`src/rtl/ring_bus_pkg.sv`:
```
// Shared ring encodings used by the master and the register blocks on the ring.
// Holds the control-bit positions, the R/W values, the default widths and the master state type.
package ring_bus_pkg;

    localparam int RING_DATA_W = 8;
    localparam int RING_ADDR_W = 8;

    localparam logic RING_READ  = 1'b1;
    localparam logic RING_WRITE = 1'b0;

    localparam int CTRL_RW  = 1;
    localparam int CTRL_ACK = 0;

    typedef enum logic [1:0] {
        IDLE = 2'd0,
        WAIT = 2'd1,
        RESP = 2'd2
    } ring_state_e;

    // Control word as driven by an initiator; the ACK bit is always left clear.
    function automatic logic [1:0] ring_ctrl(input logic rw);
        logic [1:0] c;
        c          = 2'b00;
        c[CTRL_RW] = rw;
        return c;
    endfunction

endpackage

```
`src/rtl/ring_bus_master_if.sv`:
```
// Host request/response handshake plus the ring head/tail signals of the ring master.
// The master modport is the master's view; slave is the host plus ring side.
interface ring_bus_master_if
    import ring_bus_pkg::*;
#(
    parameter int DATA_W = RING_DATA_W,
    parameter int ADDR_W = RING_ADDR_W
);
    logic              req_valid;
    logic              req_ready;
    logic              req_write;
    logic [ADDR_W-1:0] req_addr;
    logic [DATA_W-1:0] req_wdata;

    logic              rsp_valid;
    logic [DATA_W-1:0] rsp_rdata;
    logic              rsp_err;

    logic [ADDR_W-1:0] ring_addr;
    logic [DATA_W-1:0] ring_d_out;
    logic [1:0]        ring_ctrl_out;
    logic [DATA_W-1:0] ring_d_in;
    logic [1:0]        ring_ctrl_in;

    modport master (
        input  req_valid, req_write, req_addr, req_wdata, ring_d_in, ring_ctrl_in,
        output req_ready, rsp_valid, rsp_rdata, rsp_err, ring_addr, ring_d_out, ring_ctrl_out
    );

    modport slave (
        output req_valid, req_write, req_addr, req_wdata, ring_d_in, ring_ctrl_in,
        input  req_ready, rsp_valid, rsp_rdata, rsp_err, ring_addr, ring_d_out, ring_ctrl_out
    );

endinterface

```
`src/rtl/ring_timeout_counter.sv`:
```
// Cycle counter for the ACK wait window; o_tc is high while the count sits at TIMEOUT-1.
// Clear has priority over enable; TIMEOUT must lie in 2..255 so the count fits 8 bits.
module ring_timeout_counter #(
    parameter int TIMEOUT = 16
) (
    input  logic clk,
    input  logic rst_n,
    input  logic i_clr,
    input  logic i_en,
    output logic o_tc
);
    logic [7:0] r_cnt;

    always_ff @(posedge clk or negedge rst_n) begin
        if (!rst_n) begin
            r_cnt <= 8'd0;
        end else if (i_clr) begin
            r_cnt <= 8'd0;
        end else if (i_en) begin
            r_cnt <= r_cnt + 8'd1;
        end
    end

    assign o_tc = (r_cnt == 8'(TIMEOUT - 1));

endmodule

```
`src/rtl/ring_bus_master.sv`:
```
// Ring initiator: one outstanding host request, response pulse 2..TIMEOUT+1 cycles after accept, req_ready low until then.
// Defining RING_MASTER_STATS_EN adds the err_count/txn_count outputs.
module ring_bus_master
    import ring_bus_pkg::*;
#(
    parameter int DATA_W  = RING_DATA_W,
    parameter int ADDR_W  = RING_ADDR_W,
    parameter int TIMEOUT = 16
) (
    input  logic              clk,
    input  logic              rst_n,
    ring_bus_master_if.master bus
`ifdef RING_MASTER_STATS_EN
    ,
    output logic [7:0]        err_count,
    output logic [15:0]       txn_count
`endif
);
    ring_state_e       r_state;
    ring_state_e       w_next;

    logic              r_is_read;
    logic [ADDR_W-1:0] r_ring_addr;
    logic [DATA_W-1:0] r_ring_d;
    logic [1:0]        r_ring_ctrl;
    logic [DATA_W-1:0] r_rsp_rdata;
    logic              r_rsp_err;

    logic              w_ready;
    logic              w_rsp_valid;
    logic              w_accept;
    logic              w_ack;
    logic              w_tc;
    logic              w_done;
    logic              w_unused_rw;

    assign w_ack    = bus.ring_ctrl_in[CTRL_ACK];
    assign w_accept = bus.req_valid && w_ready;
    // ACK outranks the terminal count, so a late ACK still completes successfully.
    assign w_done   = w_ack || w_tc;

    // Responders rewrite R/W on the way back, so it carries no completion information.
    assign w_unused_rw = bus.ring_ctrl_in[CTRL_RW];

    ring_timeout_counter #(
        .TIMEOUT (TIMEOUT)
    ) u_timeout (
        .clk   (clk),
        .rst_n (rst_n),
        .i_clr (w_accept),
        .i_en  ((r_state == WAIT) && !w_done),
        .o_tc  (w_tc)
    );

    always_ff @(posedge clk or negedge rst_n) begin
        if (!rst_n) begin
            r_state <= IDLE;
        end else begin
            r_state <= w_next;
        end
    end

    always_comb begin
        w_next = r_state;
        case (r_state)
            IDLE:    if (w_accept) w_next = WAIT;
            WAIT:    if (w_done)   w_next = RESP;
            RESP:    w_next = IDLE;
            default: w_next = IDLE;
        endcase
    end

    always_comb begin
        w_ready     = 1'b0;
        w_rsp_valid = 1'b0;
        case (r_state)
            IDLE:    w_ready     = 1'b1;
            RESP:    w_rsp_valid = 1'b1;
            default: ;
        endcase
    end

    always_ff @(posedge clk or negedge rst_n) begin
        if (!rst_n) begin
            r_is_read   <= 1'b0;
            r_ring_addr <= '0;
            r_ring_d    <= '0;
            r_ring_ctrl <= 2'b00;
            r_rsp_rdata <= '0;
            r_rsp_err   <= 1'b0;
        end else begin
            case (r_state)
                IDLE: begin
                    if (w_accept) begin
                        r_is_read   <= !bus.req_write;
                        r_ring_addr <= bus.req_addr;
                        r_ring_ctrl <= ring_ctrl(bus.req_write ? RING_WRITE : RING_READ);
                        r_ring_d    <= bus.req_write ? bus.req_wdata : '0;
                    end
                end
                WAIT: begin
                    // Response fields and idle ring values are both set on the way into RESP.
                    if (w_done) begin
                        r_rsp_rdata <= (w_ack && r_is_read) ? bus.ring_d_in : '0;
                        r_rsp_err   <= !w_ack;
                        r_ring_addr <= '0;
                        r_ring_d    <= '0;
                        r_ring_ctrl <= 2'b00;
                    end
                end
                default: ;
            endcase
        end
    end

    assign bus.req_ready     = w_ready;
    assign bus.rsp_valid     = w_rsp_valid;
    assign bus.rsp_rdata     = r_rsp_rdata;
    assign bus.rsp_err       = r_rsp_err;
    assign bus.ring_addr     = r_ring_addr;
    assign bus.ring_d_out    = r_ring_d;
    assign bus.ring_ctrl_out = r_ring_ctrl;

`ifdef RING_MASTER_STATS_EN
    logic [7:0]  r_err_count;
    logic [15:0] r_txn_count;

    always_ff @(posedge clk or negedge rst_n) begin
        if (!rst_n) begin
            r_err_count <= 8'd0;
            r_txn_count <= 16'd0;
        end else if (w_rsp_valid) begin
            r_txn_count <= r_txn_count + 16'd1;
            if (r_rsp_err && (r_err_count != 8'hFF)) begin
                r_err_count <= r_err_count + 8'd1;
            end
        end
    end

    assign err_count = r_err_count;
    assign txn_count = r_txn_count;
`endif

endmodule

```
`src/flat_wrapper.sv`:
```
// flat-port wrapper written by rule: the top's interface ports become plain ports
module ring_bus_master_flat import ring_bus_pkg::*;
#(
    parameter int DATA_W  = RING_DATA_W,
    parameter int ADDR_W  = RING_ADDR_W,
    parameter int TIMEOUT = 16
)
  (clk, rst_n, bus_req_valid, bus_req_write, bus_req_addr, bus_req_wdata, bus_ring_d_in, bus_ring_ctrl_in, bus_req_ready, bus_rsp_valid, bus_rsp_rdata, bus_rsp_err, bus_ring_addr, bus_ring_d_out, bus_ring_ctrl_out);
  ring_bus_master_if #(.DATA_W(DATA_W), .ADDR_W(ADDR_W)) bus_i ();
  input  logic clk;
  input  logic rst_n;
  input wire logic [$bits(bus_i.req_valid)-1:0] bus_req_valid;
  input wire logic [$bits(bus_i.req_write)-1:0] bus_req_write;
  input wire logic [$bits(bus_i.req_addr)-1:0] bus_req_addr;
  input wire logic [$bits(bus_i.req_wdata)-1:0] bus_req_wdata;
  input wire logic [$bits(bus_i.ring_d_in)-1:0] bus_ring_d_in;
  input wire logic [$bits(bus_i.ring_ctrl_in)-1:0] bus_ring_ctrl_in;
  output wire logic [$bits(bus_i.req_ready)-1:0] bus_req_ready;
  output wire logic [$bits(bus_i.rsp_valid)-1:0] bus_rsp_valid;
  output wire logic [$bits(bus_i.rsp_rdata)-1:0] bus_rsp_rdata;
  output wire logic [$bits(bus_i.rsp_err)-1:0] bus_rsp_err;
  output wire logic [$bits(bus_i.ring_addr)-1:0] bus_ring_addr;
  output wire logic [$bits(bus_i.ring_d_out)-1:0] bus_ring_d_out;
  output wire logic [$bits(bus_i.ring_ctrl_out)-1:0] bus_ring_ctrl_out;
  assign bus_i.req_valid = bus_req_valid;
  assign bus_i.req_write = bus_req_write;
  assign bus_i.req_addr = bus_req_addr;
  assign bus_i.req_wdata = bus_req_wdata;
  assign bus_i.ring_d_in = bus_ring_d_in;
  assign bus_i.ring_ctrl_in = bus_ring_ctrl_in;
  assign bus_req_ready = bus_i.req_ready;
  assign bus_rsp_valid = bus_i.rsp_valid;
  assign bus_rsp_rdata = bus_i.rsp_rdata;
  assign bus_rsp_err = bus_i.rsp_err;
  assign bus_ring_addr = bus_i.ring_addr;
  assign bus_ring_d_out = bus_i.ring_d_out;
  assign bus_ring_ctrl_out = bus_i.ring_ctrl_out;
  ring_bus_master #(.DATA_W(DATA_W), .ADDR_W(ADDR_W), .TIMEOUT(TIMEOUT)) u_core (.clk(clk), .rst_n(rst_n), .bus(bus_i));
endmodule
```
`config.mk`:
```
export PLATFORM = sky130hd
export DESIGN_NAME = ring_bus_master_flat
export DESIGN_NICKNAME = d
export VERILOG_FILES = /design/src/rtl/ring_bus_pkg.sv /design/src/rtl/ring_bus_master_if.sv /design/src/rtl/ring_timeout_counter.sv /design/src/rtl/ring_bus_master.sv /design/src/flat_wrapper.sv
export SDC_FILE = /design/constraint.sdc
export NUM_CORES = 1
export LEC_CHECK = 0
export ABC_CLOCK_PERIOD_IN_PS = 3400
export BUFFER_PORTS_ARGS = -buffer_cell sky130_fd_sc_hd__buf_2
export CORE_UTILIZATION = 52
export CTS_CLUSTER_SIZE = 10
export DETAILED_ROUTE_END_ITERATION = 10
export PLACE_DENSITY = 0.92
export SLEW_MARGIN = 15
export SYNTH_ARGS = -nofsm -noshare
export SYNTH_HDL_FRONTEND = slang
export SYNTH_HIERARCHICAL = 1
export SYNTH_SLANG_ARGS = --single-unit
```
`constraint.sdc`:
```
create_clock -name clk -period 3.4 [get_ports clk]
set_input_delay 0.51 -clock clk [delete_from_list [all_inputs] [get_ports clk]]
set_output_delay 0.51 -clock clk [all_outputs]
set_load 0.1 [all_outputs]
```
==> key figures <==
Yosys
  • Synth area leader: dfrtp_1
  • Complex-gate fraction of the synthesized area: 10.8%
  • Main combinational cell family by area after synthesis: simple AND/OR/NAND/NOR gates
  • Mapped Area: 1600 sq um
  • Post-synth top area share: 57.9%
  • Sequential share of the synthesized area: 57.9%
  • Syn nets: 172
  • Area contributors post-synth: dfrtp_1, mux2_2, a22o_1
  • Post-Synth Adder-Cell Area: less than 1%
  • Post-Synth XOR/XNOR Area: 2.19%
  • Synth warn: 6
  • Synth Instances: 141
  • Post-synthesis simple-gate area fraction: 18.0%
  • Fraction of synthesized area in multiplexers: 6.49%
  • Synth Area per Inst: 11.3 sq um
  • Number of synthesized register bits: 37
  • Synth cell types: 33

Critical path
  • Worst path required time: 3.64 ns
  • Max incr delay on CP: 0.58 ns
  • Worst Path Class, Setup: reg -> reg
  • CP endpoint kind: register
  • Worst Path Arrival: 2.68 ns
  • WP depth: 6
  • Kind of start point of the critical path: register
  • FF-to-FF path depth: 6
  • Worst Path Buf+Inv: 0
  • CP Max Fanout: 17
  • Cell family with the largest share of critical-path delay: simple AND/OR/NAND/NOR gates
  • Critical path cell sequence: ha_1 -> nand4b_1 -> nor4_1 -> nor2_2 -> a211o_1 -> mux2_4
  • CP max-delay cell: a211o_1

Clocking
  • Clk pin slew, worst setup/hold paths: 0.11 ns
  • Post-CTS Setup Repair Bufs: 0
  • CTS buffer count: 5
  • Clock root buffer: clkbuf_4
  • CTS sink count: 37
  • # hold bufs at CTS: 0
  • Post-CTS Resized: 0
  • CTS tree: built
  • Clock Latency Late Sink: 0.34 ns
  • Clk buf depth: 2
  • Htree depth: 2

Drt
  • DR pass1 iterations: 7
  • Vias per std cell: 5.80
  • Routed wire length: 3210 um
  • Post-route ant nets: 0
  • Drt drc: 5
  • Starting DRT DRC Count: 54
  • DR vias: 1323
  • Drt wl/cell: 14.1 um

Floorplanning
  • Core area: 2830 sq um
  • DIE WIDTH: 57.5 um
  • Die height: 57.5 um
  • Die ar.: approximately 3300 sq um
  • Initial core utilization: ~57%
  • Ports: 59
  • Num rows: 19

Worst hold path
  • Hold/Removal Path Class: in -> async

Placement
  • GPL Wtd Cong: 0.773
  • Detailed placer's ending HPWL: 2330 um
  • PortBufs: 56

Global route
  • First-pass GRT wire length: 5280 um
  • Grt ovf: 0
  • Initial antenna violation count: 0
  • Vias in the first global route: 1259
  • Pin count of the biggest net entering global routing: 38
  • Total GRT Usage: 21.2%

Timing
  • Max_slew headroom: between 40 and 50%
  • Fmax: approximately 410 MHz
  • # setup viols final: 0
  • RSZ-0062 raised after global routing: false
  • Final min period: 2.44 ns
  • Worst slew pin tran: just under 0.8 ns
  • Tcrit/Tclk final: 71.8%
  • Setup TNS Final: 0 ns
  • Final hold viol count: 0
  • Clk_skew: 0.0138 ns
  • Slew Viols, Final: 0

Run status
  • Outcome: finished, violations left
  • Failing checks: design-rule violations

Cells and area
  • Layout cells sized above 1: 38.1%
  • # diodes: 0
  • Layout area overhead: 22.4%
  • Nets: between 200 and 250

Job
  • Total of max-cap violations: 0
[layer usage]
metal	routed length (um)	vias up	GRT usage, %
met5	0	-	0
met1	1310	637	25.4
met2	1590	57	35.0
met3	236	12	7.48
li1	-	617	-
met4	65	0	8.01
[worst reg2reg max path: stages (launching register included)]
cell      delay, ns
dfrtp_1        0.44
ha_1           0.22
nand4b_1       0.09
nor4_1         0.43
nor2_2         0.18
a211o_1        0.58
mux2_4         0.39
[cell usage in the layout (no fill, tap or decap), drive strengths merged]
cell / synthesis / final
buf: 6 / 57
dfrtp: 37 / 37
o21ai: 12 / 12
nand4: 12 / 12
nand2: 10 / 10
nor2: 9 / 9
a22o: 8 / 8
and3: 8 / 8
mux2: 8 / 8
clkbuf: 3 / 7
a21oi: 5 / 5
xor2: 3 / 3
or3: 3 / 3
nand2b: 2 / 2
nor2b: 2 / 2
nand3: 2 / 2
bufinv: 0 / 1
nor3: 1 / 1
or3b: 1 / 1
clkinv: 1 / 1
a211o: 1 / 1
o2bb2ai: 1 / 1
conb: 1 / 1
nand4b: 1 / 1
nor4: 1 / 1
mux2i: 1 / 1
xnor2: 1 / 1
ha: 1 / 1
[flip-flops by register name, indices dropped and copies added (netlist names)]
signal and flops:
u_core/r_state 2, u_core/u_timeout/r_cnt 8, u_core/bus.ring_addr 8, u_core/bus.ring_d_out 8
u_core/bus.ring_ctrl_out 1, u_core/bus.rsp_err 1, u_core/bus.rsp_rdata 8, u_core/r_is_read 1
[logic make-up (layout without fill, tap and decap cells)]
family	after synthesis	after routing
compound gates	27	27
mux	9	9
simple gates	52	52
other cells	1	1
fa+ha+maj	1	1
xor+xnor	4	4
flops	37	37
buf+inv	10	66
[area by class of cell]
cell class | instances | area [sq um]
well taps | 31 | 38.8
repair buffers | 57 | 288
multi-input cells | 94 | 616
clock inverters | 1 | 30.0
fillers | 214 | 872
clock buffers | 7 | 55.1
inverters | 1 | 3.75
flip-flops and latches | 37 | 926
[stage by stage]
step	util [%]	cell area [sq um]	hold WS, ns	setup WS (ns)	instances
floorplan	-	1600	0.214	1.13	141
global placement	66.2	1870	0.471	1.06	220
detailed placement	66.2	1870	0.480	0.982	220
CTS	69.2	1960	0.255	0.965	228
global route	69.2	1960	0.283	0.787	228
finish	69.2	1960	0.230	0.960	228
[final timing paths]
path                                      startpoint                       end  slack (ns)
max                        u_core/u_timeout/r_cnt[0]  u_core/bus.ring_d_out[7]        0.96
min                                            rst_n   u_core/bus.rsp_rdata[7]        0.23
max reg2reg                u_core/u_timeout/r_cnt[0]  u_core/bus.ring_d_out[7]        0.96
min reg2reg                  u_core/bus.ring_addr[5]   u_core/bus.ring_addr[5]        0.50
max in group asynchronous                      rst_n   u_core/bus.ring_addr[5]        2.67
min in group clk                     bus_req_addr[2]   u_core/bus.ring_addr[2]        0.39
[Yosys cell counts]
| cell type | number |
|---|---|
| nor2_1 | 8 |
| nand4_2 | 1 |
| xor2_1 | 3 |
| nor3_1 | 1 |
| nand3_1 | 2 |
| or3b_2 | 1 |
| a211o_1 | 1 |
| nand4_1 | 11 |
| buf_1 | 2 |
| a21oi_1 | 5 |
| and3_1 | 8 |
| nor4_1 | 1 |
| ha_1 | 1 |
| clkbuf_1 | 3 |
| conb_1 | 1 |
| o21ai_0 | 12 |
| nand2b_1 | 2 |
| a22o_1 | 8 |
| mux2_2 | 7 |
| nand4b_1 | 1 |
| o2bb2ai_1 | 1 |
| dfrtp_1 | 37 |
| mux2_4 | 1 |
| nand2_1 | 10 |
| buf_6 | 2 |
| buf_2 | 1 |
| nor2b_1 | 2 |
| or3_1 | 3 |
| mux2i_1 | 1 |
| clkinv_1 | 1 |
| xnor2_1 | 1 |
| buf_4 | 1 |
| nor2_2 | 1 |
Power is not shown: default switching activity piles up to over one toggle a cycle in this logic, so the estimate is an artifact.
